<file path="src/rtl/cic_decim_ctrl_if.sv">
// Sample handshake bundle for the CIC decimation sequencer.
// The slave side is the sequencer: it takes s_valid/m_ready and drives
// s_ready/m_valid. The master side is the sample source/sink.
interface cic_decim_ctrl_if;
  logic s_valid;
  logic s_ready;
  logic m_valid;
  logic m_ready;

  modport master (
    output s_valid,
    output m_ready,
    input  s_ready,
    input  m_valid
  );

  modport slave (
    input  s_valid,
    input  m_ready,
    output s_ready,
    output m_valid
  );
endinterface

</file>
<file path="src/rtl/cic_decim_ctrl.sv">
// Single-clock sequencer for a CIC decimator. It issues integrator and
// comb enables in place of a divided comb clock, runs the start-up
// clear/settle sequence, holds a one-deep output slot against downstream
// backpressure, supplies the output normalisation shift and keeps a
// sticky overflow flag.
module cic_decim_ctrl #(
  parameter int STAGES          = 1,
  parameter int MAX_RATE_LOG2   = 6,
  parameter int COMB_LAT        = 1,
  localparam int RL_W           = $clog2(MAX_RATE_LOG2 + 1),
  localparam int SH_W           = $clog2(STAGES * MAX_RATE_LOG2 + 1)
) (
  input  logic                clk,
  input  logic                rstn,
  input  logic                enable,
  input  logic [RL_W-1:0]     cfg_rate_log2,
  cic_decim_ctrl_if.slave     hs,
  output logic                integ_en,
  output logic                comb_en,
  output logic                filt_clr,
  output logic [SH_W-1:0]     out_shift,
  input  logic                ovf_in,
  input  logic                ovf_clr,
  output logic                ovf_sticky,
  output logic [1:0]          state
);

  typedef enum logic [1:0] {
    S_IDLE   = 2'd0,
    S_CLEAR  = 2'd1,
    S_SETTLE = 2'd2,
    S_RUN    = 2'd3
  } state_t;

  localparam int PH_W = MAX_RATE_LOG2;
  localparam int SC_W = (STAGES > 1) ? $clog2(STAGES + 1) : 1;
  localparam logic [SC_W-1:0] SETTLE_LAST = SC_W'((STAGES > 0) ? STAGES - 1 : 0);

  // Saturate the requested rate into the supported range [1, MAX_RATE_LOG2].
  function automatic logic [RL_W-1:0] clamp_rate(input logic [RL_W-1:0] r);
    if (r == '0)
      return RL_W'(1);
    else if (int'(r) > MAX_RATE_LOG2)
      return RL_W'(MAX_RATE_LOG2);
    else
      return r;
  endfunction

  // Bit growth of the CIC is STAGES*log2(rate); that is the shift to undo it.
  function automatic logic [SH_W-1:0] shift_for(input logic [RL_W-1:0] r);
    return SH_W'(STAGES * int'(r));
  endfunction

  state_t            state_q;
  state_t            state_d;
  logic [RL_W-1:0]   rate_log2_eff;
  logic [PH_W-1:0]   phase_cnt;
  logic [PH_W-1:0]   last_mask;
  logic [SC_W-1:0]   settle_cnt;
  logic              m_valid_q;
  logic              s_ready_c;
  logic              at_last;
  logic              active;
  logic              flush;
  logic              comb_run;
  logic              pipe_out;
  logic              pipe_busy;

  assign state    = state_q;
  assign active   = (state_q == S_SETTLE) || (state_q == S_RUN);
  assign at_last  = (phase_cnt == last_mask);
  // CLEAR and any disable wipe the in-flight block bookkeeping.
  assign flush    = (state_q == S_CLEAR) || !enable;
  assign filt_clr = (state_q == S_CLEAR);

  // A block boundary may only be accepted when the output slot and the
  // comb pipeline are both empty, so a finished block never overwrites one
  // that downstream has not taken yet.
  assign s_ready_c   = active && !(at_last && (m_valid_q || pipe_busy));
  assign hs.s_ready  = s_ready_c;
  assign hs.m_valid  = m_valid_q;
  assign integ_en    = hs.s_valid && s_ready_c;
  assign comb_en     = integ_en && at_last;
  assign comb_run    = comb_en && (state_q == S_RUN);

  // Wrap value of the phase counter: 2^rate_log2_eff - 1 as a bit mask.
  always_comb begin
    last_mask = '0;
    for (int i = 0; i < PH_W; i++) begin
      if (i < int'(rate_log2_eff))
        last_mask[i] = 1'b1;
    end
  end

  // State register.
  always_ff @(posedge clk or negedge rstn) begin
    if (!rstn)
      state_q <= S_IDLE;
    else
      state_q <= state_d;
  end

  // Next-state logic: disable dominates, CLEAR lasts one cycle, SETTLE
  // discards STAGES comb outputs before RUN.
  always_comb begin
    state_d = state_q;
    if (!enable) begin
      state_d = S_IDLE;
    end else begin
      case (state_q)
        S_IDLE:   state_d = S_CLEAR;
        S_CLEAR:  state_d = (STAGES > 0) ? S_SETTLE : S_RUN;
        S_SETTLE: begin
          if (comb_en && (settle_cnt == SETTLE_LAST))
            state_d = S_RUN;
        end
        S_RUN:    state_d = S_RUN;
        default:  state_d = S_IDLE;
      endcase
    end
  end

  // Rate and output shift are latched only when leaving IDLE.
  always_ff @(posedge clk or negedge rstn) begin
    if (!rstn) begin
      rate_log2_eff <= RL_W'(1);
      out_shift     <= SH_W'(STAGES);
    end else if ((state_q == S_IDLE) && enable) begin
      rate_log2_eff <= clamp_rate(cfg_rate_log2);
      out_shift     <= shift_for(clamp_rate(cfg_rate_log2));
    end
  end

  // Phase within the current decimation block.
  always_ff @(posedge clk or negedge rstn) begin
    if (!rstn)
      phase_cnt <= '0;
    else if (flush)
      phase_cnt <= '0;
    else if (integ_en)
      phase_cnt <= at_last ? '0 : phase_cnt + PH_W'(1);
  end

  // Number of comb outputs discarded so far during SETTLE.
  always_ff @(posedge clk or negedge rstn) begin
    if (!rstn)
      settle_cnt <= '0;
    else if (flush)
      settle_cnt <= '0;
    else if (comb_en && (state_q == S_SETTLE))
      settle_cnt <= settle_cnt + SC_W'(1);
  end

  // Comb latency tracking: the output slot register itself is the final
  // stage, so COMB_LAT-1 extra valid bits sit in front of it.
  generate
    if (COMB_LAT > 1) begin : g_pipe
      logic [COMB_LAT-2:0] vld_p;

      // Shift a RUN comb strobe towards the output slot.
      always_ff @(posedge clk or negedge rstn) begin
        if (!rstn) begin
          vld_p <= '0;
        end else if (flush) begin
          vld_p <= '0;
        end else begin
          for (int i = COMB_LAT - 2; i > 0; i--)
            vld_p[i] <= vld_p[i-1];
          vld_p[0] <= comb_run;
        end
      end

      assign pipe_out  = vld_p[COMB_LAT-2];
      assign pipe_busy = |vld_p;
    end else begin : g_nopipe
      assign pipe_out  = comb_run;
      assign pipe_busy = 1'b0;
    end
  endgenerate

  // Output slot: filled by the comb pipeline, emptied by a downstream transfer.
  always_ff @(posedge clk or negedge rstn) begin
    if (!rstn)
      m_valid_q <= 1'b0;
    else if (flush)
      m_valid_q <= 1'b0;
    else if (pipe_out)
      m_valid_q <= 1'b1;
    else if (m_valid_q && hs.m_ready)
      m_valid_q <= 1'b0;
  end

  // Sticky overflow: set wins over clear; datapath flags are meaningless
  // outside SETTLE/RUN and are ignored there.
  always_ff @(posedge clk or negedge rstn) begin
    if (!rstn)
      ovf_sticky <= 1'b0;
    else if (state_q == S_CLEAR)
      ovf_sticky <= 1'b0;
    else if (active && ovf_in)
      ovf_sticky <= 1'b1;
    else if (ovf_clr)
      ovf_sticky <= 1'b0;
  end

endmodule

</file>
<file path="src/flat_wrapper.sv">
// flat-port wrapper written by rule: the top's interface ports become plain ports
module cic_decim_ctrl_flat 
#(
  parameter int STAGES          = 1,
  parameter int MAX_RATE_LOG2   = 6,
  parameter int COMB_LAT        = 1,
  localparam int RL_W           = $clog2(MAX_RATE_LOG2 + 1),
  localparam int SH_W           = $clog2(STAGES * MAX_RATE_LOG2 + 1)
)
  (clk, rstn, enable, cfg_rate_log2, integ_en, comb_en, filt_clr, out_shift, ovf_in, ovf_clr, ovf_sticky, state, hs_s_valid, hs_m_ready, hs_s_ready, hs_m_valid);
  cic_decim_ctrl_if hs_i ();
  input  logic clk;
  input  logic rstn;
  input  logic enable;
  input  logic [RL_W-1:0] cfg_rate_log2;
  output logic integ_en;
  output logic comb_en;
  output logic filt_clr;
  output logic [SH_W-1:0] out_shift;
  input  logic ovf_in;
  input  logic ovf_clr;
  output logic ovf_sticky;
  output logic [1:0] state;
  input wire logic [$bits(hs_i.s_valid)-1:0] hs_s_valid;
  input wire logic [$bits(hs_i.m_ready)-1:0] hs_m_ready;
  output wire logic [$bits(hs_i.s_ready)-1:0] hs_s_ready;
  output wire logic [$bits(hs_i.m_valid)-1:0] hs_m_valid;
  assign hs_i.s_valid = hs_s_valid;
  assign hs_i.m_ready = hs_m_ready;
  assign hs_s_ready = hs_i.s_ready;
  assign hs_m_valid = hs_i.m_valid;
  cic_decim_ctrl #(.STAGES(STAGES), .MAX_RATE_LOG2(MAX_RATE_LOG2), .COMB_LAT(COMB_LAT)) u_core (.clk(clk), .rstn(rstn), .enable(enable), .cfg_rate_log2(cfg_rate_log2), .hs(hs_i), .integ_en(integ_en), .comb_en(comb_en), .filt_clr(filt_clr), .out_shift(out_shift), .ovf_in(ovf_in), .ovf_clr(ovf_clr), .ovf_sticky(ovf_sticky), .state(state));
endmodule
</file>
<file path="config.mk">
export PLATFORM = sky130hd
export DESIGN_NAME = cic_decim_ctrl_flat
export DESIGN_NICKNAME = d
export VERILOG_FILES = /design/src/rtl/cic_decim_ctrl_if.sv /design/src/rtl/cic_decim_ctrl.sv /design/src/flat_wrapper.sv
export SDC_FILE = /design/constraint.sdc
export NUM_CORES = 1
export LEC_CHECK = 0
export BUFFER_PORTS_ARGS = -buffer_cell sky130_fd_sc_hd__buf_4
export CAP_MARGIN = 20
export CORE_MARGIN = 4
export CORE_UTILIZATION = 52
export CTS_CLUSTER_SIZE = 10
export DETAILED_ROUTE_END_ITERATION = 7
export HOLD_SLACK_MARGIN = 0.03
export PLACE_DENSITY = 0.84
export SYNTH_ARGS = -nofsm -noshare
export SYNTH_HDL_FRONTEND = slang
export SYNTH_SLANG_ARGS = --single-unit
</file>
<file path="constraint.sdc">
create_clock -name clk -period 2 [get_ports clk]
set_input_delay 0.2 -clock clk [delete_from_list [all_inputs] [get_ports clk]]
set_output_delay 0.2 -clock clk [all_outputs]
set_load 0.005 [all_outputs]
</file>
==> results of run 1 <==
## worst paths after layout
path,endpoint,startpoint
min,u_core.hs.m_valid,hs_m_ready
max,comb_en,u_core.out_shift[0]
max reg2reg,u_core.phase_cnt[0],u_core.out_shift[0]
min reg2reg,u_core.state[0],u_core.settle_cnt
min in group asynchronous,u_core.hs.m_valid,rstn
max in group asynchronous,u_core.out_shift[0],rstn
## metal layers
metal  GRT usage, %  up-vias  part of all wire [%]
li1               -      409                     -
met3           3.56        7                   4.0
met1           27.2      446                    43
met4           8.97        0                   2.4
met2           32.8       25                    51
met5              0        -                     0
## metrics by stage
stage	instances	TNS [ns]
2_1_floorplan	97	0
3_3_place_gp	141	0
3_5_place_dp	141	0
4_1_cts	149	-0.0150
5_1_grt	150	-0.751
6_report	150	-0.103
## placed cells by master, fill, tap and decap left out, types with 3 or more instances in the layout
cell type   n
a22o_1      3
dfrtp_1    11
inv_1       5
mux2_2      3
nand2b_1    9
nor2b_1     4
o21ai_0     5
nand2_1     7
nand3_1     5
nor2_1      7
buf_4      27
clkbuf_4    3
## power breakdown
group | switching [mW] | internal, mW | leakage [nW] | total [mW]
combinational | 0.156 | 0.159 | 0.376 | 0.314
sequential | 0.0483 | 0.312 | 0.181 | 0.361
clock | 0.0923 | 0.111 | 0.0210 | 0.203
total | 0.296 | 0.582 | 0.578 | 0.878
## Yosys cell counts, types with 2 or more instances
cell	n	area [um2]
nand3_1	5	25.0
xnor2_1	2	17.5
a22o_1	3	26.3
buf_6	2	22.5
mux2_2	3	33.8
inv_1	5	18.8
nor4_1	2	12.5
o21ai_0	5	25.0
nand2b_1	9	56.3
a211oi_1	2	15.0
buf_2	2	10.0
nand2_1	7	26.3
nor2_1	7	26.3
o21bai_1	2	15.0
a32o_2	2	22.5
dfrtp_1	13	325
nor2b_1	4	25.0
a21o_1	2	15.0
## worst reg2reg max path: stages (launching register included)
cell and delay [ns]:
dfstp_2 0.60, buf_4 0.13, nor4_2 0.03, a32o_2 0.25, a21oi_4 0.19, nor4_4 0.09, buf_4 0.16, o21ba_4 0.21
mux2_2 0.27
## flip-flops by register name, indices dropped and copies added, names as in the netlist
| register | cells |
|---|---|
| u_core.phase_cnt | 6 |
| u_core.out_shift | 3 |
| u_core.state | 2 |
| u_core.hs.m_valid | 1 |
| u_core.ovf_sticky | 1 |
| u_core.settle_cnt | 1 |
## what timing repair did
| item | CTS | global route |
|---|---|---|
| buffers inserted | 3 | 1 |
| hold buffers | 1 | 0 |
| resized for setup | 4 | 5 |
| hold endpoints to repair | 14 | 0 |
| pin swaps | 7 | 0 |
| setup endpoints to repair | 3 | 8 |
## logic make-up after synthesis
| group | after synthesis |
|---|---|
| AND/OR/NAND/NOR | 41 |
| buffers and inverters | 9 |
| AO/OA/AOI/OAI | 26 |
| flip-flops | 14 |
| XOR/XNOR | 2 |
| multiplexers | 3 |
| adder cells (fa/ha/maj) | 2 |
## final cells by class
class,instances,area [um2]
fillers,140,498
inverters,5,18.8
repair buffers,28,213
flip-flops and latches,14,354
multi-input cells,74,576
clock buffers,4,36.3
well taps,25,31.3
==> metrics, run 1 <==
outcome=finished, violations left; failing checks=negative setup slack; port buffer count=20; share of cells above drive strength 1=42.4%; clk buf depth=2; crit path DAT=1.85 ns; clock transition at the registers of the reported paths=0.08 ns; compound-cell area share of the yosys netlist=23.7%; via count=887; clk root buf=clkbuf_4; Slew @ Worst Pin=0.379 ns; Synth cell types=38; first-pass GRT wire length=3910 um; # H-tree levels=1; R2R Setup Slk=-0.03 ns; Yosys warnings=0; post-synthesis cell count=97; die height=50.5 um; largest net degree at the start of global routing=15; Post-DP Area=0.00111 mm2; number of global-route vias before repair=863; Post-Synth XOR/XNOR Area=1.86%; Initial Utilization=54.4%; VDD IR max=0.000517 V; post-DP HPWL=1650 um; Worst Skew=0.00583 ns; Die W=50.5 um; worst-path cell chain=o21bai_1 > a32o_2 > a21oi_2 > nor3_4 > nand4_2 > inv_1 > buf_4; core area=0.00173 mm2; final hold vios=0; post-synthesis mux area share=3.60%; Post-synth EDFFs=0; die area=0.00255 mm2; post-route clock period utilization=102%; antenna violations before repair=0; CP delay by family, top=compound AO/OA/AOI/OAI gates; critical path class=reg -> out; sequential area share after synthesis=37.4%; vias per inst=5.91; wire length per cell=16.1 um; slew margin rel.=74.5%; CP Launch Type=register; Levels on crit path=7; TritonCTS clock tree=yes; Async SR Flop Fraction=100%; hold path depth=2; Detailed Routing Iterations Pass 1=4; largest family of logic cells by synthesized area=simple AND/OR/NAND/NOR gates; crit path max-delay cell type=dfstp_2; CP peak stage delay=0.60 ns; leakage=0.578 nW; max-cap violations=0; final wirelength=2420 um; # setup viols final=4; Layout area overhead=30.8%; worst hold slack=0.146 ns; top achievable clock speed=488 MHz; GPL Wtd Cong=0.846; row count=15; Top-Level Pins=21; Placement Setup Slack=0.100 ns; design area=0.00123 mm2; Synthesized Nets=108; critical path required time=1.80 ns; Reg2Reg Depth=8; GRT Total Usage=20.6%; Final Util=71.2%; slack of the critical path=-0.0496 ns; power density cells=715 mW/mm2; clock latency on the worst-skew pair=0.28 ns; Post-Synth Adder-Cell Area=2.40%; Mean Syn Cell Area=9.69 um2; RSZ-0062 raised after global routing=yes; final slew viol count=0; Sink Count=14; CTS Buf Count=3; antenna cells=0; Synth Register Bits=14; Layout Nets=137; Crit path buffers/inverters=2; DRT iter0 DRCs=27; Post-route DRC=0; Overall Power=878 uW; Crit Path Max Fanout=8; top_reg_cell synth=dfrtp_1; Hold WC Path Type=in -> reg; synthesized cell area=940 um2; CP Capture Type=primary output; Synth Area in Simple Gates=25.6%; gr ovfl total=0; min cycle time layout=2.05 ns; antenna viol nets, final=0
(Power assumes the default switching activity.)
==> run 2: changes to the inputs <==
--- a/config.mk
+++ b/config.mk
@@ -8,11 +8,12 @@
 export BUFFER_PORTS_ARGS = -buffer_cell sky130_fd_sc_hd__buf_4
 export CAP_MARGIN = 20
 export CORE_MARGIN = 4
-export CORE_UTILIZATION = 52
+export CORE_UTILIZATION = 55
+export CTS_BUF_LIST = sky130_fd_sc_hd__clkbuf_4 sky130_fd_sc_hd__clkbuf_8
 export CTS_CLUSTER_SIZE = 10
 export DETAILED_ROUTE_END_ITERATION = 7
 export HOLD_SLACK_MARGIN = 0.03
-export PLACE_DENSITY = 0.84
+export PLACE_DENSITY = 0.88
 export SYNTH_ARGS = -nofsm -noshare
 export SYNTH_HDL_FRONTEND = slang
 export SYNTH_SLANG_ARGS = --single-unit
==> run 2 against run 1 <==
Compared with the run above: the run still ends with negative setup slack left; via count down 1.9%; cell area down 0.31%; critical path depth up 2; critical endpoint is now u_core.phase_cnt[5]; largest power group unchanged.
==> metrics, run 2 (same netlist as run 1, synthesis figures left out) <==
number of flip-flops in the largest register=6 (unchanged); Post-DP Area=0.00110 mm2 (-1.0%); CP peak stage delay=0.60 ns (about the same); HP Start=hs_m_ready; post-DP HPWL=1710 um (+4.1%); share of cells above drive strength 1=42.9% (+0.46 points); Slew @ Worst Pin=0.493 ns (+0.113 ns); Overall Power=868 uW (-1.2%); min cycle time layout=2.13 ns (+0.0778 ns); crit path DAT=2.35 ns (+0.50 ns); highest-count cells in the layout ignoring fill and taps=28 x buf_4, 12 x dfrtp_1, 9 x nand2b_1; Layout area overhead=30.4%; final wirelength=2540 um (+4.8%); max-cap violations=0 (unchanged); # setup viols final=5 (+1); Most flops, register=u_core.phase_cnt; largest net degree at the start of global routing=15 (unchanged); Logic pwr share=36.7% (+0.9 points); Crit Path Max Fanout=6 (-2); wire length per cell=17.9 um (+11%); slew margin rel.=66.9% (-7.6 points); core area=0.00156 mm2 (-9.7%); antenna viol nets, final=0 (unchanged); VDD IR max=0.000543 V (+4.9%); max layer used=met4; dpl cells=132 (-6.4%); gr ovfl total=0 (unchanged); worst hold slack=0.0980 ns (-0.0475 ns); Die W=49.3 um (-2.3%); outcome=finished, violations left; clk root buf=clkbuf_4; die height=49.3 um (-2.3%); worst-path cell chain=buf_4 > o21bai_1 > a32o_2 > a21oi_2 > nor3_2 > buf_4 > buf_4 > or3_1 > a21oi_2; leakage=0.576 nW (-0.33%); clock transition at the registers of the reported paths=0.09 ns (about the same); first-pass GRT wire length=3970 um (+1.4%); Sink Count=14 (unchanged); Hold WC Path Type=in -> reg; antenna cells=0 (unchanged); clk buf depth=2 (unchanged); die area=0.00243 mm2 (-4.6%); Initial Utilization=60.3% (+5.9 points); via count=870 (-1.9%); row count=14 (-1); Clk network pwr share=21.7% (-1.4 points); commonest non-fill, non-tap cell in the layout=buf_4; antenna violations before repair=0 (unchanged); final slew viol count=0 (unchanged); critical path required time=2.23 ns (+0.43 ns); fillcell total=99 (-29%); post-route clock period utilization=106% (+3.9 points); M1 WL=1060 um (+2.6%); met2 routed WL=1280 um (+3.9%); RSZ-0062 raised after global routing=yes; internal power=565 uW (-3.0%); Top-Level Pins=21 (unchanged); critical path class=reg -> reg; Sw Ratio=34.9% (+1.2 points); power density cells=708 mW/mm2 (-0.88%); Detailed Routing Iterations Pass 1=4 (unchanged); Placement Setup Slack=0.0525 ns (-0.0478 ns); Switch Pwr=303 uW (+2.3%); design area=0.00122 mm2 (-0.31%); TritonCTS clock tree=yes; Flop pwr share=41.6% (+0.5 points); R2R Setup Slk=-0.13 ns (-0.10 ns); slack of the critical path=-0.127 ns (-0.0778 ns); Reg-to-Reg Start=u_core.out_shift[0]; GPL Wtd Cong=0.876 (+3.5%); CTS Buf Count=3 (unchanged); Layout Nets=138 (+0.73%); failing checks=negative setup slack; worst setup path startpoint=u_core.out_shift[0]; CP Launch Type=register; crit path max-delay cell type=dfstp_2; # H-tree levels=1 (unchanged); Post-route DRC=0 (unchanged); clock latency on the worst-skew pair=0.29 ns (about the same); GRT Total Usage=21.6% (+1.1 points); vias per inst=6.13 (+3.6%); non-filler instance count after layout=142 (-5.3%); routed length on met3=84 um (-13%); DRT iter0 DRCs=23 (-15%); number of global-route vias before repair=839 (-2.8%); Most common cell on crit path=buf_4; port buffer count=20 (unchanged); final hold vios=0 (unchanged); top achievable clock speed=470 MHz (-3.7%); CP Capture Type=register; Worst Skew=0.00803 ns (+0.00220 ns)
==> run 2: worst paths after layout <==
check                                            to  cells after the start
worst max-delay path            u_core.phase_cnt[5]                      9
worst min-delay path              u_core.hs.m_valid                      2
min in group asynchronous       u_core.phase_cnt[5]                      2
max in group asynchronous       u_core.out_shift[0]                      2
worst max register to register  u_core.phase_cnt[5]                      9
worst min register to register      u_core.state[0]                      1
==> run 2: through the flow <==
step,util (%),TNS (ns)
floorplan,-,0
global placement,70.5,0
detailed placement,70.5,0
CTS,74.9,-0.0813
global route,78.6,-1.26
finish,78.6,-0.515
==> run 2: worst max-delay path, delay by kind of cell, from the launching register on <==
family                 cells  cell delay (ns)
AND/OR/NAND/NOR            2             0.42
buffers and inverters      3             0.41
flip-flops                 1             0.60
AO/OA/AOI/OAI              4             0.64
==> run 2: cell type report <==
cell class | instances | area (um2) | share of cell area (%)
clock buffer | 4 | 30.0 | 2.45
inverter | 5 | 18.8 | 1.53
multi-input combinational | 74 | 583 | 47.6
sequential | 14 | 353 | 28.8
tap | 16 | 20.0 | 1.63
timing repair buffer | 29 | 220 | 18.0
==> run 2: layer usage <==
| layer | up-vias | global-route usage, % |
|---|---|---|
| met5 | - | 0 |
| met4 | 0 | 14.7 |
| met3 | 10 | 3.67 |
| met2 | 26 | 34.6 |
| met1 | 426 | 26.3 |
| li1 | 408 | - |
==> run 2: timing repair <==
action	in CTS	in global routing
pin swaps	7	9
endpoints found under the hold margin	14	0
setup buffers	2	3
gates resized for setup	3	7
endpoints found under the setup margin	3	3
hold buffers	1	0
==> run 2: power groups by stage <==
| stage | logic (mW) | clock network (mW) | registers, mW |
|---|---|---|---|
| after floorplan | 0.180 | 0 | 0.352 |
| after global placement | 0.262 | 0 | 0.359 |
| after detailed placement | 0.271 | 0 | 0.364 |
| after CTS | 0.283 | 0.189 | 0.359 |
| after global routing | 0.342 | 0.210 | 0.368 |
| final | 0.318 | 0.188 | 0.361 |
==> run 3: changes to the inputs <==
--- a/config.mk
+++ b/config.mk
@@ -5,15 +5,16 @@
 export SDC_FILE = /design/constraint.sdc
 export NUM_CORES = 1
 export LEC_CHECK = 0
-export BUFFER_PORTS_ARGS = -buffer_cell sky130_fd_sc_hd__buf_4
 export CAP_MARGIN = 20
 export CORE_MARGIN = 4
-export CORE_UTILIZATION = 55
+export CORE_UTILIZATION = 60
 export CTS_BUF_LIST = sky130_fd_sc_hd__clkbuf_4 sky130_fd_sc_hd__clkbuf_8
 export CTS_CLUSTER_SIZE = 10
 export DETAILED_ROUTE_END_ITERATION = 7
+export DONT_BUFFER_PORTS = 1
 export HOLD_SLACK_MARGIN = 0.03
-export PLACE_DENSITY = 0.88
+export MAX_ROUTING_LAYER = met4
+export PLACE_DENSITY = 0.83
 export SYNTH_ARGS = -nofsm -noshare
 export SYNTH_HDL_FRONTEND = slang
 export SYNTH_SLANG_ARGS = --single-unit
==> run 3 against run 2 <==
Compared with the run above: the flow still finishes with violations (negative setup slack); register-to-register slack better by 0.19 ns; total power shrank 4.3%; utilization shrank 6.6 points; die area shrank 7.0%.
==> metrics, run 3 (same netlist as run 1, synthesis figures left out) <==
Initial Utilization=63.1% (+2.8 points); Detailed Routing Iterations Pass 1=4 (unchanged); Placement Setup Slack=0.117 ns (+0.0645 ns); worst hold slack=0.0320 ns (-0.0660 ns); commonest non-fill, non-tap cell in the layout=dfrtp_1; leakage=0.471 nW (-18%); Sink Count=14 (unchanged); first-pass GRT wire length=3370 um (-15%); CP Launch Type=register; DRT iter0 DRCs=24 (+4.3%); Layout Nets=116 (-16%); RSZ-0062 raised after global routing=yes; antenna cells=0 (unchanged); dpl cells=112 (-15%); vias per inst=6.51 (+6.2%); largest net degree at the start of global routing=15 (unchanged); port buffer count=0 (-100%); outcome=finished, violations left; post-DP HPWL=1460 um (-15%); final slew viol count=0 (unchanged); clock latency on the worst-skew pair=0.28 ns (about the same); min cycle time layout=2.03 ns (-0.0967 ns); # setup viols final=2 (-3); clk buf depth=2 (unchanged); die area=0.00226 mm2 (-7.0%); Worst Skew=0.00785 ns (-0.000178 ns); Top-Level Pins=21 (unchanged); Sw Ratio=35.4% (+0.44 points); Most flops, register=u_core.phase_cnt; CP Capture Type=primary output; VDD IR max=0.000481 V (-11%); Crit Path Max Fanout=8 (+2); die height=47.6 um (-3.6%); wire length per cell=19.2 um (+7.5%); critical path class=reg -> out; final wirelength=2310 um (-9.2%); slack of the critical path=-0.0307 ns (+0.0967 ns); number of flip-flops in the largest register=6 (unchanged); gr ovfl total=0 (unchanged); CTS Buf Count=3 (unchanged); post-route clock period utilization=102% (-4.8 points); Clk network pwr share=24.5% (+2.8 points); area of the multi-input gates=584 um2 (+0.21%); Layout area overhead=14.0%; GRT Total Usage=22.2% (+0.56 points); Logic pwr share=31.1% (-5.6 points); highest-count cells in the layout ignoring fill and taps=11 x dfrtp_1, 9 x nand2b_1, 6 x nand2_1, 6 x nor2_1; critical path required time=1.80 ns (-0.43 ns); Slew @ Worst Pin=0.630 ns (+0.138 ns); clock transition at the registers of the reported paths=0.09 ns (about the same); Switch Pwr=294 uW (-3.1%); worst-path cell chain=nand2_2 > a211oi_2 > a31oi_4 > nor3_4 > nand4_2 > inv_2; core area=0.00149 mm2 (-4.5%); row count=14 (unchanged); antenna viol nets, final=0 (unchanged); top achievable clock speed=492 MHz (+4.8%); Flop pwr share=44.3% (+2.7 points); failing checks=negative setup slack; share of cells above drive strength 1=31.7% (-11 points); slew margin rel.=57.9% (-9.0 points); final hold vios=0 (unchanged); Reg area=354 um2 (+0.35%); CP peak stage delay=0.63 ns (+0.03 ns); max-cap violations=0 (unchanged); Die W=47.6 um (-3.6%); antenna violations before repair=0 (unchanged); number of global-route vias before repair=729 (-13%); crit path max-delay cell type=dfstp_2; TritonCTS clock tree=yes; Post-route DRC=0 (unchanged); power density cells=775 mW/mm2 (+9.4%); fillcell total=106 (+7.1%); # H-tree levels=1 (unchanged); GPL Wtd Cong=0.838 (-4.4%); non-filler instance count after layout=120 (-15%); Hold WC Path Type=in -> reg; internal power=537 uW (-5.0%); crit path DAT=1.83 ns (-0.52 ns); via count=781 (-10%); Final Util=71.9% (-6.6 points); clk root buf=clkbuf_4
## run 3: changes by cell type in the layout (fill, tap and decap cells not counted), sizes merged
| cell | previous run | this run |
|---|---|---|
| buf | 28 | 5 |
| dlygate4sd3 | 1 | 2 |
## run 3: final timing paths
path,slack [ns],start,to,cells past startpoint
setup / recovery,-0.03,u_core.out_shift[0],comb_en,6
hold / removal,0.03,enable,u_core.settle_cnt,1
setup reg to reg,0.06,u_core.out_shift[0],u_core.phase_cnt[5],7
hold reg to reg,0.50,u_core.settle_cnt,u_core.state[0],1
max in group asynchronous,1.18,rstn,u_core.out_shift[1],1
min in group asynchronous,0.37,rstn,u_core.ovf_sticky,1
## run 3: metal layers
| layer | up-vias | track usage (%) | wire [um] | part of all wire (%) |
|---|---|---|---|---|
| met1 | 376 | 29.6 | 933 | 40 |
| li1 | 364 | - | - | - |
| met4 | 0 | 9.14 | 45 | 2.0 |
| met5 | - | - | 0 | 0 |
| met3 | 7 | 4.14 | 154 | 6.7 |
| met2 | 34 | 33.2 | 1170 | 51 |
## run 3: cell type report
cell class,instances,share of cell area [%]
Inverter,5,1.75
Multi-Input combinational cell,74,54.6
Sequential cell,14,33.1
Clock buffer,4,3.39
Timing Repair Buffer,7,5.37
Tap cell,16,1.87
## run 3: stage by stage
| stage | instance area (um2) | total power [mW] | TNS, ns |
|---|---|---|---|
| 3_3_place_gp | 950 | 0.564 | 0 |
| 3_5_place_dp | 950 | 0.571 | 0 |
| 6_report | 1070 | 0.830 | -0.0382 |
| 4_1_cts | 1030 | 0.796 | 0 |
| 5_1_grt | 1070 | 0.868 | -0.385 |
| 2_1_floorplan | 940 | 0.532 | 0 |
## run 3: critical path: cells and delay by family (launching register included)
kind	cells	cell delay, ns
flops	1	0.63
simple gates	3	0.47
compound gates	2	0.37
buf+inv	1	0.09
## run 3: repair_timing
| item | CTS | global route |
|---|---|---|
| setup endpoints to repair | 1 | 9 |
| hold buffers | 2 | 0 |
| hold endpoints to repair | 15 | 0 |
| setup buffers | 1 | 1 |
| pin swaps | 1 | 7 |
| gates resized for setup | 3 | 9 |
## run 3: power groups by stage
| stage | registers, mW | clock network [mW] | logic, mW |
|---|---|---|---|
| 2_1_floorplan | 0.352 | 0 | 0.180 |
| 3_3_place_gp | 0.363 | 0 | 0.200 |
| 3_5_place_dp | 0.365 | 0 | 0.206 |
| 4_1_cts | 0.360 | 0.206 | 0.229 |
| 5_1_grt | 0.376 | 0.213 | 0.279 |
| 6_report | 0.368 | 0.204 | 0.258 |
